**config.mk**
```make
export PLATFORM = sky130hd
export DESIGN_NAME = coax_tx_framer_flat
export DESIGN_NICKNAME = d
export VERILOG_FILES = /design/src/rtl/coax_tx_framer_if.sv /design/src/rtl/coax_tx_framer.sv /design/src/flat_wrapper.sv
export SDC_FILE = /design/constraint.sdc
export NUM_CORES = 1
export LEC_CHECK = 0
export BUFFER_PORTS_ARGS = -buffer_cell sky130_fd_sc_hd__clkbuf_2
export CORE_ASPECT_RATIO = 1.4
export CORE_MARGIN = 2
export CORE_UTILIZATION = 58
export DETAILED_ROUTE_END_ITERATION = 6
export PLACE_DENSITY = 0.79
export SYNTH_ARGS = -nofsm -noshare
export SYNTH_HDL_FRONTEND = slang
export SYNTH_SLANG_ARGS = --single-unit
```
**constraint.sdc**
```tcl
create_clock -name clk -period 3.2 [get_ports clk]
set_clock_uncertainty 0.15 [all_clocks]
set_input_delay 0.64 -clock clk [delete_from_list [all_inputs] [get_ports clk]]
set_output_delay 0.64 -clock clk [all_outputs]
set_load 0.005 [all_outputs]
```
**src/rtl/coax_tx_framer_if.sv**
```systemverilog
`default_nettype none
// ============================================================================
// Module   : coax_tx_framer_if
// Function : Word handshake between the transmit FIFO logic and the framer.
// Revision : 1.0
// ============================================================================
interface coax_tx_framer_if;
  logic [9:0] data;
  logic       data_valid;
  logic       data_ready;

  modport master (output data, output data_valid, input data_ready);
  modport slave  (input data, input data_valid, output data_ready);
endinterface
`default_nettype wire

```
**src/rtl/coax_tx_framer.sv**
```systemverilog
`default_nettype none
// ============================================================================
// Module   : coax_tx_framer
// Function : Frames 10-bit words (quiesce, violation, sync/data/parity, end)
//            and half-bit encodes them onto the coax line.
// Revision : 1.0
// ============================================================================
module coax_tx_framer #(
  parameter int CLOCKS_PER_BIT = 8
) (
  input  logic             clk,
  input  logic             reset_n,
  coax_tx_framer_if.slave  bus,
  output logic             tx,
  output logic             tx_active,
  output logic             busy,
  output logic             frame_done
);

  localparam int c_CNT_W = $clog2(CLOCKS_PER_BIT);
  localparam int c_HALF  = CLOCKS_PER_BIT / 2;

  typedef enum logic [2:0] {
    ST_IDLE,
    ST_QUIESCE,
    ST_VIOLATION,
    ST_SYNC,
    ST_DATA,
    ST_PARITY,
    ST_END
  } state_t;

  state_t             r_state;
  state_t             w_state_nx;
  logic [c_CNT_W-1:0] r_clk_cnt;
  logic [c_CNT_W-1:0] w_clk_cnt_nx;
  logic [3:0]         r_cell_idx;
  logic [3:0]         w_cell_idx_nx;
  logic [9:0]         r_shift;
  logic [9:0]         w_shift_nx;
  logic               r_parity;
  logic               w_parity_nx;
  logic               r_tx;
  logic               r_tx_active;
  logic               r_frame_done;
  logic               w_cell_end;
  logic               w_ready;
  logic               w_accept;
  logic               w_level_nx;

  function automatic logic [3:0] last_cell_idx(input state_t s);
    case (s)
      ST_QUIESCE:   return 4'd4;
      ST_VIOLATION: return 4'd2;
      ST_DATA:      return 4'd9;
      ST_END:       return 4'd2;
      default:      return 4'd0;
    endcase
  endfunction

  // Line level for a given position; a plain bit b is ~b then b across the cell.
  function automatic logic line_level(
    input state_t             s,
    input logic [3:0]         idx,
    input logic [c_CNT_W-1:0] cnt,
    input logic               data_bit,
    input logic               par_bit
  );
    logic second;
    second = (cnt >= c_CNT_W'(c_HALF));
    case (s)
      ST_QUIESCE,
      ST_SYNC:      return second;
      ST_VIOLATION: return ({idx, second} < 5'd3);
      ST_DATA:      return ~(data_bit ^ second);
      ST_PARITY:    return ~(par_bit ^ second);
      ST_END: begin
        if (idx == 4'd0)      return ~second;
        else if (idx == 4'd1) return 1'b1;
        else                  return 1'b0;
      end
      default:      return 1'b0;
    endcase
  endfunction

  assign w_cell_end     = (r_clk_cnt == c_CNT_W'(CLOCKS_PER_BIT - 1));
  assign w_ready        = reset_n &&
                          ((r_state == ST_IDLE) || ((r_state == ST_PARITY) && w_cell_end));
  assign w_accept       = bus.data_valid && w_ready;
  assign bus.data_ready = w_ready;

  always_comb begin
    w_state_nx    = r_state;
    w_clk_cnt_nx  = r_clk_cnt;
    w_cell_idx_nx = r_cell_idx;
    w_shift_nx    = r_shift;
    w_parity_nx   = r_parity;

    if (r_state == ST_IDLE) begin
      if (w_accept) begin
        w_state_nx    = ST_QUIESCE;
        w_clk_cnt_nx  = '0;
        w_cell_idx_nx = '0;
        w_shift_nx    = bus.data;
        w_parity_nx   = ^{1'b1, bus.data};
      end
    end else begin
      w_clk_cnt_nx = w_cell_end ? '0 : r_clk_cnt + c_CNT_W'(1);
      if (w_cell_end) begin
        if (r_cell_idx != last_cell_idx(r_state)) begin
          w_cell_idx_nx = r_cell_idx + 4'd1;
          if (r_state == ST_DATA) begin
            w_shift_nx = {r_shift[8:0], 1'b0};
          end
        end else begin
          w_cell_idx_nx = '0;
          case (r_state)
            ST_QUIESCE:   w_state_nx = ST_VIOLATION;
            ST_VIOLATION: w_state_nx = ST_SYNC;
            ST_SYNC:      w_state_nx = ST_DATA;
            ST_DATA:      w_state_nx = ST_PARITY;
            ST_PARITY: begin
              // A word offered at the parity boundary chains straight into SYNC.
              if (w_accept) begin
                w_state_nx  = ST_SYNC;
                w_shift_nx  = bus.data;
                w_parity_nx = ^{1'b1, bus.data};
              end else begin
                w_state_nx  = ST_END;
              end
            end
            ST_END:       w_state_nx = ST_IDLE;
            default:      w_state_nx = ST_IDLE;
          endcase
        end
      end
    end
  end

  assign w_level_nx = line_level(w_state_nx, w_cell_idx_nx, w_clk_cnt_nx,
                                 w_shift_nx[9], w_parity_nx);

  always_ff @(posedge clk or negedge reset_n) begin
    if (!reset_n) begin
      r_state      <= ST_IDLE;
      r_clk_cnt    <= '0;
      r_cell_idx   <= '0;
      r_shift      <= '0;
      r_parity     <= 1'b0;
      r_tx         <= 1'b0;
      r_tx_active  <= 1'b0;
      r_frame_done <= 1'b0;
    end else begin
      r_state      <= w_state_nx;
      r_clk_cnt    <= w_clk_cnt_nx;
      r_cell_idx   <= w_cell_idx_nx;
      r_shift      <= w_shift_nx;
      r_parity     <= w_parity_nx;
      // Outputs are registered from next-state values so they line up with state.
      r_tx         <= w_level_nx;
      r_tx_active  <= (w_state_nx != ST_IDLE);
      r_frame_done <= (r_state == ST_END) && (w_state_nx == ST_IDLE);
    end
  end

  assign tx         = r_tx;
  assign tx_active  = r_tx_active;
  assign frame_done = r_frame_done;
  assign busy       = (r_state != ST_IDLE);

endmodule
`default_nettype wire
```
**src/flat_wrapper.sv**
```systemverilog
// flat-port wrapper written by rule: the top's interface ports become plain ports
module coax_tx_framer_flat 
#(
  parameter int CLOCKS_PER_BIT = 8
)
  (clk, reset_n, tx, tx_active, busy, frame_done, bus_data, bus_data_valid, bus_data_ready);
  coax_tx_framer_if bus_i ();
  input  logic clk;
  input  logic reset_n;
  output logic tx;
  output logic tx_active;
  output logic busy;
  output logic frame_done;
  input wire logic [$bits(bus_i.data)-1:0] bus_data;
  input wire logic [$bits(bus_i.data_valid)-1:0] bus_data_valid;
  output wire logic [$bits(bus_i.data_ready)-1:0] bus_data_ready;
  assign bus_i.data = bus_data;
  assign bus_i.data_valid = bus_data_valid;
  assign bus_data_ready = bus_i.data_ready;
  coax_tx_framer #(.CLOCKS_PER_BIT(CLOCKS_PER_BIT)) u_core (.clk(clk), .reset_n(reset_n), .bus(bus_i), .tx(tx), .tx_active(tx_active), .busy(busy), .frame_done(frame_done));
endmodule
```
# ---- After elaboration in Yosys (flattened, before gate mapping)
# Cells that the tools add are included.
dict set report classes {
  n_addsub 2
  multipliers 0
  div_mod_pow 0
  n_lt_le_gt_ge 2
  n_eq_ne 16
  shift 0
  muxes 30
  bitwise 5
  reduce_logical 16
}
# operator n
set op_table {}
lappend op_table {{$mux W10} 6}
lappend op_table {{$mux W3} 8}
lappend op_table {{$mux W4} 6}
lappend op_table {{$eq A3 B3 Y1 const B} 7}
lappend op_table {{$pmux W3 S5} 1}
lappend op_table {{$eq A3 B2 Y1 const B} 4}
lappend op_table {{$pmux W4 S3} 1}
lappend op_table {{$reduce_xor A11 Y1} 1}
lappend op_table {{$reduce_bool A3 Y1} 3}
lappend op_table {{$mux W1} 7}
lappend op_table {{$eq A3 B1 Y1 const B} 2}
lappend op_table {{$logic_not A3 Y1} 2}
lappend op_table {{$lt A5 B2 Y1 const B} 1}
lappend op_table {{$pmux W1 S5} 1}
lappend op_table {{$add A4 B1 Y4 const B} 1}
lappend op_table {{$eq A4 B1 Y1 const B} 1}
lappend op_table {{$logic_and A1 B1 Y1} 4}
lappend op_table {{$logic_not A4 Y1} 1}
lappend op_table {{$ne A4 B4 Y1} 1}
lappend op_table {{$reduce_or A2 Y1} 2}
lappend op_table {{$add A3 B1 Y3 const B} 1}
lappend op_table {{$ge A3 B3 Y1 const B} 1}
lappend op_table {{$ne A3 B2 Y1 const B} 1}
lappend op_table {{$not A1 Y1} 3}
lappend op_table {{4 further kinds} 5}
dict set report word_totals {
  reg_bits 24
  latch_bits 0
  mem_bits_rw 0
  mem_bits_ro 0
  out_inout_bits 5
  wordCells 80
  mem_count 0
}

# ---- Depth between registers and ports, before layout
# Gate-level depths: netlist of the first run.
dict set report logic_depth {
  depth_word 13
  ltp_mapped 10
}

# ---- Least setup slack after synthesis of the first run
# No wires, ideal clock.
dict set report synth_path {
  kind {register -> register}
  startpoint {register u_core.r_clk_cnt[0]}
  endpoint {register u_core.r_tx, in the netlist u_core.tx}
  setup_ps 126
  arrival_ps 2475
  required_ps 2924
  path_slack_ps 449
  path_stages_with_launch 11
  n_path_buf 1
  path_cell_list {dfrtp_1 ha_1 ha_1 nand3_2 a211o_1 or3_1 buf_2 and3_1 o21ba_1 o31a_1 a311o_1}
}
dict set report synth_between {
  elab_chain_cells 13
  word_cells_on_any_way 47
}
# element line
set synth_lines {}
lappend synth_lines {{from (decl)} coax_tx_framer.sv:35} ;# logic [c_CNT_W-1:0] r_clk_cnt;
lappend synth_lines {{from (signal assigned)} coax_tx_framer.sv:155} ;# r_clk_cnt <= w_clk_cnt_nx;
lappend synth_lines {{parallel branches: the longest is 12 deep, another holds $lt A5 B2 Y1} --}
lappend synth_lines {{$pmux W1 S5 *} coax_tx_framer.sv:71} ;# case (s)
lappend synth_lines {{named net u_core.w_level_nx} coax_tx_framer.sv:49} ;# logic w_level_nx;
lappend synth_lines {{to (signal assigned)} coax_tx_framer.sv:160} ;# r_tx <= w_level_nx;
lappend synth_lines {{to (decl)} coax_tx_framer.sv:43} ;# logic r_tx;
# Mark *: on every way through the listed nets, which the timed path passes. The select of a mux whose other input is x is not followed.
# A chain may end at the register's enable or synchronous reset.

# ---- Worst setup path after layout of the first run
# Same ends and word-level chain as after synthesis.

==> results.ini, run 1 <==
[outcome]
status = finished, final reports clean

[clocking]
clk_pin_slew_ps = 140
clock_latency_ps = 330
cts_hold_repair.buffers = 0
cts_tree = built
cts_resized = 0
cts_setup_buffers = 0
numCtsBuffers = 3
clockBufferDepth = 2
root_buffer = clkbuf_4
cts.sinks = 24
htreeDepth = 1

[floorplan]
start_util = 0.616
die_area_sq_um = 3250
rows = 22
pin_count = 18
fp.dieW_um = 48.8
dieHeight_um = 66.7
core_sq_um = 2640

[critical_path]
rr_worst_depth = 9
cp-end-kind = flop
start_kind = flop
path_max_fanout = 10
cp.required_ps = 3280
r2r-end = u_core.tx$_DFF_PN0_
rr_startpoint = u_core.r_clk_cnt[0]$_DFF_PN0_
path_class = flop to flop
r2r_setup_slack_ps = 180
arrival_ps = 3100

[final_layout]
syn_to_final_growth_pct = 13.1
num_antenna_cells = 0
drive_gt1_frac = 0.206
nNetsFinal = 216
fillCellCount = 215
stdcell_count = 235
final_area_sq_um = 1840

[synthesis]
syn_nets = 192
synth-main-ff-cell = dfrtp_1
synth_cell_types = 58
synth_seq_cells = 24
synth_largest_area_cell = dfrtp_1
synthTopCellsByArea = dfrtp_1 (37%), nand2_1 (7.4%), xnor2_1 (4.8%)
synth_top_area_share = 0.369
synth.most_common_cell = nand2_1
netlist_instances = 176
yosysSeqAreaShare = 0.369
ys_top_cells_by_count = nand2_1 (32), dfrtp_1 (24), xnor2_1 (9), a22oi_1 (8), nor2_1 (8)
synth_edf_count = 0
avgSynthCellArea_sq_um = 9.25
synth_area_sq_um = 1630
yosysWarnings = 0
synthArstFlopShare = 1.00

[sta]
rsz0062_at_grt = false
period_share = 0.942
holdWs_ps = 95.7
worstMarginPinSlew_ps = 619
setup_violations = 0
hold_viol = 0
fmax_mhz = 332
fin_crit_ps = 3020
finalSetupTns_ps = 0
drv_slew = 0
relSlewSlack = 0.588

[global_route]
grt_pass1_vias = 1469
grt_usage = 0.266
grt_max_degree = 21
overflow = 0
grt_pass1_wl_um = 6540
antenna_found_initial = 0

[run]
maxCapViolCount = 0

[route]
first_pass_iters = 4
postRouteAntennaNets = 0
wirelength_um = 3790
drc = 0
viasPerCell = 6.04
drtIter0Drc = 30
routedWlPerCell_um = 16.1
vias = 1419

[pwr]
p_sw_frac = 0.222
intPower_uw = 468
ir_drop_mv = 0.283
pwr-share-seq = 0.524
finalPower_uw = 602
power_frac_clock = 0.378
p_switching_uw = 134
p_per_area_nw_per_um2 = 327
cellLeakagePower_nw = 0.839
comb_power_share = 0.099

[place]
post-place-cells = 231
dp_hpwl_um = 2940
gp_congestion = 0.862
dpl_cell_area_sq_um = 1790
port_buffers = 17

[hold_path]
hold_path_class = primary input to asynchronous set/reset pin

==> how the worst max path moves through the flow <==
stage	endpoint	startpoint	slack (ps)
after global placement	u_core.tx$_DFF_PN0_	u_core.r_clk_cnt[0]$_DFF_PN0_	320
after floorplan	u_core.tx$_DFF_PN0_	u_core.r_clk_cnt[0]$_DFF_PN0_	450
final	u_core.tx$_DFF_PN0_	u_core.r_clk_cnt[0]$_DFF_PN0_	180
after global routing	u_core.tx$_DFF_PN0_	u_core.r_clk_cnt[0]$_DFF_PN0_	80
after detailed placement	u_core.tx$_DFF_PN0_	u_core.r_clk_cnt[0]$_DFF_PN0_	210
after CTS	u_core.tx$_DFF_PN0_	u_core.r_clk_cnt[0]$_DFF_PN0_	190
==> cell type report <==
| class | instances | area (sq um) | area share |
|---|---|---|---|
| Tap cell | 36 | 45.0 | 0.0245 |
| Multi-Input combinational cell | 137 | 952 | 0.517 |
| Clock buffer | 3 | 22.5 | 0.0122 |
| Sequential cell | 24 | 601 | 0.326 |
| Timing Repair Buffer | 28 | 168 | 0.0911 |
| Inverter | 6 | 22.5 | 0.0122 |
| Clock inverter | 1 | 30.0 | 0.0163 |
==> kinds of logic (layout without fill, tap and decap cells) <==
logic type | count (synthesis) | after routing | share of synthesized area
buf+inv | 15 | 38 | 0.0461
simple gates | 72 | 72 | 0.240
fa+ha+maj | 3 | 3 | 0.0231
xor+xnor | 12 | 12 | 0.0730
mux | 2 | 2 | 0.0131
compound gates | 48 | 48 | 0.236
flops | 24 | 24 | 0.369
==> placed cells by master (no fill, tap or decap), types with 4 or more instances in the layout <==
cell,count
clkbuf_2,17
o21ai_0,5
nand2_1,32
buf_4,11
xnor2_1,9
inv_1,6
nor2_1,8
nor3_1,4
a22oi_1,8
dfrtp_1,24
a21oi_1,4
==> metal layers <==
metal,wire length (um),up-vias,track usage,part of all wire
met5,0,-,0,0
li1,-,688,-,-
met2,2020,35,0.498,0.53
met3,109,14,0.0336,0.029
met4,140,0,0.175,0.037
met1,1530,682,0.277,0.40
==> power by group through the flow <==
stage	Combinational, mW	Sequential (mW)	Clock [mW]
finish	0.0594	0.315	0.227
global route	0.0655	0.316	0.242
CTS	0.0601	0.315	0.228
detailed placement	0.0600	0.321	0
global placement	0.0576	0.321	0
floorplan	0.0326	0.320	0
==> through the flow <==
step | worst slack (ps) | utilization
3_3_place_gp | 319 | 0.677
2_1_floorplan | 449 | -
4_1_cts | 191 | 0.696
6_report | 184 | 0.696
3_5_place_dp | 212 | 0.677
5_1_grt | 84.5 | 0.696
==> registers in the layout, indices dropped and copies added (netlist names) <==
register           flops
u_core.tx_active       1
u_core.frame_done      1
u_core.r_shift        10
u_core.r_parity        1
u_core.tx              1
u_core.r_cell_idx      4
u_core.r_clk_cnt       3
u_core.r_state         3
==> critical path, stage by stage, from the launching register on <==
cell and delay (ps):
dfrtp_1 410, ha_1 160, ha_1 350, nand3_2 120, a211o_1 340, or3_1 460
and3_1 230, o21ba_1 180, o31a_1 270, a311o_1 270
Note: power is estimated with default switching activity, not from simulation.
==> run 2: changes to the inputs <==
Settings changed: CORE_ASPECT_RATIO 1.4 to 1.2, CORE_UTILIZATION 58 to 62, CTS_BUF_LIST from default to sky130_fd_sc_hd__clkbuf_8 sky130_fd_sc_hd__clkbuf_16, PLACE_DENSITY 0.79 to 0.84.
Clock period 3.2 ns to 3.6 ns, I/O delays scaled along.
==> run 2 against run 1 <==
Final cell count down 4.7%. Critical path type unchanged. Largest power group unchanged. Worst hold slack improved by 160 ps. Die area fell by 6.1%. Setup slack improved by 200 ps. Maximum frequency shrank 6.3%.
==> results.ini, run 2 (same netlist as run 1, synthesis figures left out) <==
[floorplan]
rows = 20  ; -9.1%
pin_count = 18  ; unchanged
start_util = 0.644  ; +0.0281
die_area_sq_um = 3050  ; -6.1%
fp.dieW_um = 50.8  ; +4.1%
core_sq_um = 2530  ; -4.4%
dieHeight_um = 60.1  ; -9.8%

[global_route]
grt_usage = 0.275  ; +0.00876
grt_pass1_wl_um = 6270  ; -4.1%
grt_pass1_vias = 1360  ; -7.4%
grt_max_degree = 23  ; +9.5%
antenna_found_initial = 0  ; unchanged
overflow = 0  ; unchanged

[final_layout]
largest_reg_flops = 10  ; unchanged
regMostFlops = u_core.r_shift
syn_to_final_growth_pct = 8.92
nNetsFinal = 209  ; -3.2%
fin_util = 0.701  ; +0.00499
num_antenna_cells = 0  ; unchanged
layout_commonest_cell = nand2_1
fillCellCount = 207  ; -3.7%
drive_gt1_frac = 0.173  ; -0.0333
largestRegisters = u_core.r_shift: 10 flops, u_core.r_cell_idx: 4 flops
final_cell_mix = nand2_1 (32), dfrtp_1 (24), clkbuf_2 (17)

[clocking]
cts.sinks = 24  ; unchanged
root_buffer = clkbuf_8
numCtsBuffers = 3  ; unchanged
cts_setup_buffers = 0  ; unchanged
cts_tree = built
clockBufferDepth = 2  ; unchanged
clk_pin_slew_ps = 80  ; -60 ps
cts_hold_repair.buffers = 0  ; unchanged
cts_resized = 0  ; unchanged
clock_latency_ps = 260  ; -70 ps
htreeDepth = 1  ; unchanged

[route]
routedWlPerCell_um = 16.4  ; +1.7%
vias = 1432  ; +0.92%
drc = 0  ; unchanged
drtIter0Drc = 73  ; +140%
viasPerCell = 6.39  ; +5.9%
first_pass_iters = 5  ; +1
wirelength_um = 3680  ; -3.0%
postRouteAntennaNets = 0  ; unchanged

[pwr]
comb_power_share = 0.107  ; +0.008
ir_drop_mv = 0.205  ; -28%
p_switching_uw = 110  ; -18%
intPower_uw = 378  ; -19%
power_frac_clock = 0.319  ; -0.059
p_sw_frac = 0.225  ; +0.00272
cellLeakagePower_nw = 0.797  ; -5.0%
pwr-share-seq = 0.574  ; +0.050
p_per_area_nw_per_um2 = 275  ; -16%

[hold_path]
hold_path_class = primary input to asynchronous set/reset pin

[critical_path]
path_max_fanout = 16  ; +6
crit_chain = ha_1 -> ha_1 -> nand3_2 -> a211o_1 -> or3_1 -> and3_1 -> o21ba_1 -> o31a_1 -> a311o_1
path_buf_inv = 0  ; unchanged
cp-end-kind = flop
critPathSlowestCell = ha_1
arrival_ps = 3220  ; +120 ps
cp.required_ps = 3600  ; +320 ps
start_kind = flop
slowest_delay_ps = 470  ; about the same
critPathTopFamily = compound AO/OA/AOI/OAI gates
cpMostUsedCell = ha_1
path_class = flop to flop

[sta]
hold_viol = 0  ; unchanged
rsz0062_at_grt = false
setup_violations = 0  ; unchanged
worstMarginPinSlew_ps = 680  ; +61.8 ps
relSlewSlack = 0.546  ; -0.0412
drv_slew = 0  ; unchanged
period_share = 0.894  ; -0.0485
fin_crit_ps = 3220  ; +202 ps
finalSetupTns_ps = 0  ; unchanged
fmax_mhz = 311  ; -6.3%

[place]
gp_congestion = 0.905  ; +5.0%
port_buffers = 17  ; unchanged
dp_hpwl_um = 2620  ; -11%

[run]
maxCapViolCount = 0  ; unchanged

[outcome]
status = finished, final reports clean

run 2: cell type report:
cell class | count | area (sq um) | share of cell area
Inverter | 6 | 22.5 | 0.0127
Tap cell | 33 | 41.3 | 0.0233
Sequential cell | 24 | 601 | 0.339
Timing Repair Buffer | 21 | 115 | 0.0649
Clock buffer | 3 | 41.3 | 0.0233
Multi-Input combinational cell | 137 | 952 | 0.537
run 2: worst register-to-register path, stage by stage (launching register included):
cell and delay (ps):
dfrtp_1 380, ha_1 160, ha_1 470, nand3_2 140, a211o_1 400, or3_1 450, and3_1 220, o21ba_1 180
o31a_1 280, a311o_1 270
run 2: path summary, 6_finish.rpt:
path,from,to,slack (ps),cells after the start
max in group asynchronous,reset_n,u_core.tx$_DFF_PN0_,2620,3
min in group clk,u_core.r_shift[2]$_DFFE_PN0P_,u_core.r_shift[2]$_DFFE_PN0P_,340,2
worst max register to register,u_core.r_clk_cnt[0]$_DFF_PN0_,u_core.tx$_DFF_PN0_,380,9
worst max-delay path,u_core.r_clk_cnt[0]$_DFF_PN0_,u_core.tx$_DFF_PN0_,380,9
worst min register to register,u_core.r_shift[2]$_DFFE_PN0P_,u_core.r_shift[2]$_DFFE_PN0P_,340,2
worst min-delay path,reset_n,u_core.frame_done$_DFF_PN0_,260,2
run 2: routing by layer:
layer | vias up | wire length [um] | part of all wire | GRT usage
li1 | 673 | - | - | -
met1 | 698 | 1540 | 0.42 | 0.360
met2 | 54 | 1900 | 0.52 | 0.477
met3 | 7 | 200 | 0.054 | 0.0300
met4 | 0 | 47 | 0.013 | 0.0888
met5 | - | 0 | 0 | 0
run 2: power groups by stage:
stage	Clock, mW	Sequential, mW	Combinational [mW]
floorplan	0	0.285	0.0290
global placement	0	0.285	0.0504
detailed placement	0	0.285	0.0524
CTS	0.156	0.280	0.0527
global route	0.167	0.281	0.0583
finish	0.156	0.280	0.0520
run 2: through the flow:
stage	cells	total power [mW]	area (sq um)	hold slack, ps	setup slack (ps)
after floorplan	176	0.314	1630	274	849
after global placement	221	0.335	1730	308	531
after detailed placement	221	0.337	1730	315	426
after CTS	224	0.488	1770	262	390
after global routing	224	0.506	1770	264	225
final	224	0.487	1770	256	382
==> run 3: changes to the inputs <==
==> constraint.sdc (replaced) <==
create_clock -name clk -period 3.6 [get_ports clk]
set_clock_uncertainty 0.15 [all_clocks]
set_input_delay 0.36 -clock clk [delete_from_list [all_inputs] [get_ports clk]]
set_output_delay 0.36 -clock clk [all_outputs]
set_load 0.005 [all_outputs]
==> run 3 against run 2 <==
Clock-buffer cell count up 1. Register-to-register slack worse by 90 ps. Setup slack got worse by 85 ps. Critical path depth did not move. Wire length grew 3.4%. Critical endpoint unchanged. Largest cell class unchanged.
==> results.ini, run 3 (same netlist as run 1, synthesis figures left out) <==
[route]
vias = 1410  ; -1.5%
viasPerCell = 6.27  ; -2.0%
drtIter0Drc = 70  ; -4.1%
drc = 0  ; unchanged
first_pass_iters = 5  ; unchanged
routedWlPerCell_um = 16.9  ; +2.9%
postRouteAntennaNets = 0  ; unchanged
wirelength_um = 3800  ; +3.4%

[outcome]
status = finished, final reports clean

[clocking]
cts_hold_repair.buffers = 1  ; +1
cts_tree = built
cts_resized = 0  ; unchanged
clk_pin_slew_ps = 90  ; about the same
root_buffer = clkbuf_8
clock_latency_ps = 270  ; about the same
cts.sinks = 24  ; unchanged
clockBufferDepth = 2  ; unchanged
htreeDepth = 1  ; unchanged
cts_setup_buffers = 0  ; unchanged
numCtsBuffers = 3  ; unchanged

[critical_path]
start_kind = flop
rr_worst_depth = 9  ; unchanged
cpMostUsedCell = ha_1
slowest_delay_ps = 490  ; +20 ps
critPathSlowestCell = ha_1
rr_startpoint = u_core.r_clk_cnt[0]$_DFF_PN0_
crit_chain = ha_1 -> ha_1 -> nand3_2 -> a211o_1 -> or3_1 -> and3_1 -> o21ba_1 -> o31a_1 -> a311o_1
cp.required_ps = 3610  ; about the same
cp-end-kind = flop
r2r_setup_slack_ps = 300  ; -90 ps
cp-startpoint = u_core.r_clk_cnt[0]$_DFF_PN0_
path_max_fanout = 16  ; unchanged
r2r-end = u_core.tx$_DFF_PN0_
path_class = flop to flop
arrival_ps = 3310  ; +90 ps

[sta]
relSlewSlack = 0.531  ; -0.0154
rsz0062_at_grt = false
hold_viol = 0  ; unchanged
setup_violations = 0  ; unchanged
worstMarginPinSlew_ps = 704  ; +23.1 ps
finalSetupTns_ps = 0  ; unchanged
fmax_mhz = 303  ; -2.6%
fin_crit_ps = 3300  ; +85.0 ps
period_share = 0.917  ; +0.0236
drv_slew = 0  ; unchanged

[pwr]
ir_drop_mv = 0.239  ; +16%
p_per_area_nw_per_um2 = 292  ; +6.1%
cellLeakagePower_nw = 0.803  ; +0.82%

[hold_path]
hold_end = u_core.r_shift[0]$_DFFE_PN0P_
hold_path_class = primary input to flop
worstHoldStart = bus_data[0]
hold_path_depth = 3

[global_route]
grt_util_met1 = 0.382  ; +0.0220
met2_usage = 0.487  ; +0.00940
grt.met3_usage = 0.0450  ; +0.0150
grt_usage = 0.286  ; +0.0116
grt_max_degree = 23  ; unchanged
busiest_layer = met2
antenna_found_initial = 0  ; unchanged
overflow = 0  ; unchanged
grt_pass1_wl_um = 6600  ; +5.2%
grt_pass1_vias = 1404  ; +3.2%

[final_layout]
num_antenna_cells = 0  ; unchanged
largestRegisters = u_core.r_shift: 10 flops, u_core.r_cell_idx: 4 flops
syn_to_final_growth_pct = 9.92
final_cell_mix = nand2_1 (32), dfrtp_1 (24), clkbuf_2 (17)
nNetsFinal = 209  ; unchanged
drive_gt1_frac = 0.172  ; -0.000900
largest_reg_flops = 10  ; unchanged
layout_commonest_cell = nand2_1
fillCellCount = 204  ; -1.4%
final_area_sq_um = 1790  ; +0.92%
regMostFlops = u_core.r_shift

[floorplan]
core_sq_um = 2530  ; unchanged
dieHeight_um = 60.1  ; unchanged
pin_count = 18  ; unchanged
fp.dieW_um = 50.8  ; unchanged
die_area_sq_um = 3050  ; unchanged
rows = 20  ; unchanged
start_util = 0.644  ; unchanged

[place]
dpl_cell_area_sq_um = 1720  ; -0.43%
dp_hpwl_um = 2620  ; +0.23%
port_buffers = 17  ; unchanged
gp_congestion = 0.953  ; +5.3%

[run]
maxCapViolCount = 0  ; unchanged

## run 3: changes by cell type in the layout (fill, tap and decap cells not counted), sizes merged
cell         before  now
clkbuf           20   21
dlygate4sd3       0    1
buf               4    3
## run 3: power by group
part | switching (mW) | internal [mW] | total (mW)
combinational | 0.0247 | 0.0265 | 0.0512
clock | 0.0928 | 0.0978 | 0.191
sequential | 0.00356 | 0.277 | 0.280
total | 0.121 | 0.401 | 0.522
## run 3: stage by stage
step | instances | worst slack (ps) | utilization | total power [mW] | hold WS, ps
global route | 225 | 134 | 0.708 | 0.538 | 193
floorplan | 176 | 849 | - | 0.314 | -85.6
global placement | 220 | 532 | 0.682 | 0.334 | 112
CTS | 225 | 312 | 0.708 | 0.519 | 172
finish | 225 | 297 | 0.708 | 0.522 | 163
detailed placement | 220 | 418 | 0.682 | 0.336 | 127
## run 3: worst max-delay path: cells and delay by family (launching register included)
family,cells,cell delay [ps]
compound gates,4,1140
simple gates,3,850
fa+ha+maj,2,650
flops,1,390
## run 3: per-layer routing
layer	part of all wire	up-vias	routed length (um)
met5	0	-	0
met4	0.0089	0	34
met3	0.046	4	176
met2	0.51	45	1940
met1	0.43	683	1650
li1	-	678	-
## run 3: area by class of cell
type / instances / area [sq um] / area share
inverters: 6 / 22.5 / 0.0126
well taps: 33 / 41.3 / 0.0231
repair buffers: 21 / 118 / 0.0657
multi-input cells: 137 / 952 / 0.532
flip-flops and latches: 24 / 601 / 0.336
clock buffers: 4 / 55.1 / 0.0308
## run 3: worst max-delay path by stage
stage	slack, ps	endpoint	cells past startpoint
final	300	u_core.tx$_DFF_PN0_	9
after global routing	130	u_core.tx$_DFF_PN0_	9
after CTS	310	u_core.tx$_DFF_PN0_	9
after detailed placement	420	u_core.tx$_DFF_PN0_	9
after global placement	530	u_core.tx$_DFF_PN0_	9
after floorplan	850	u_core.tx$_DFF_PN0_	10
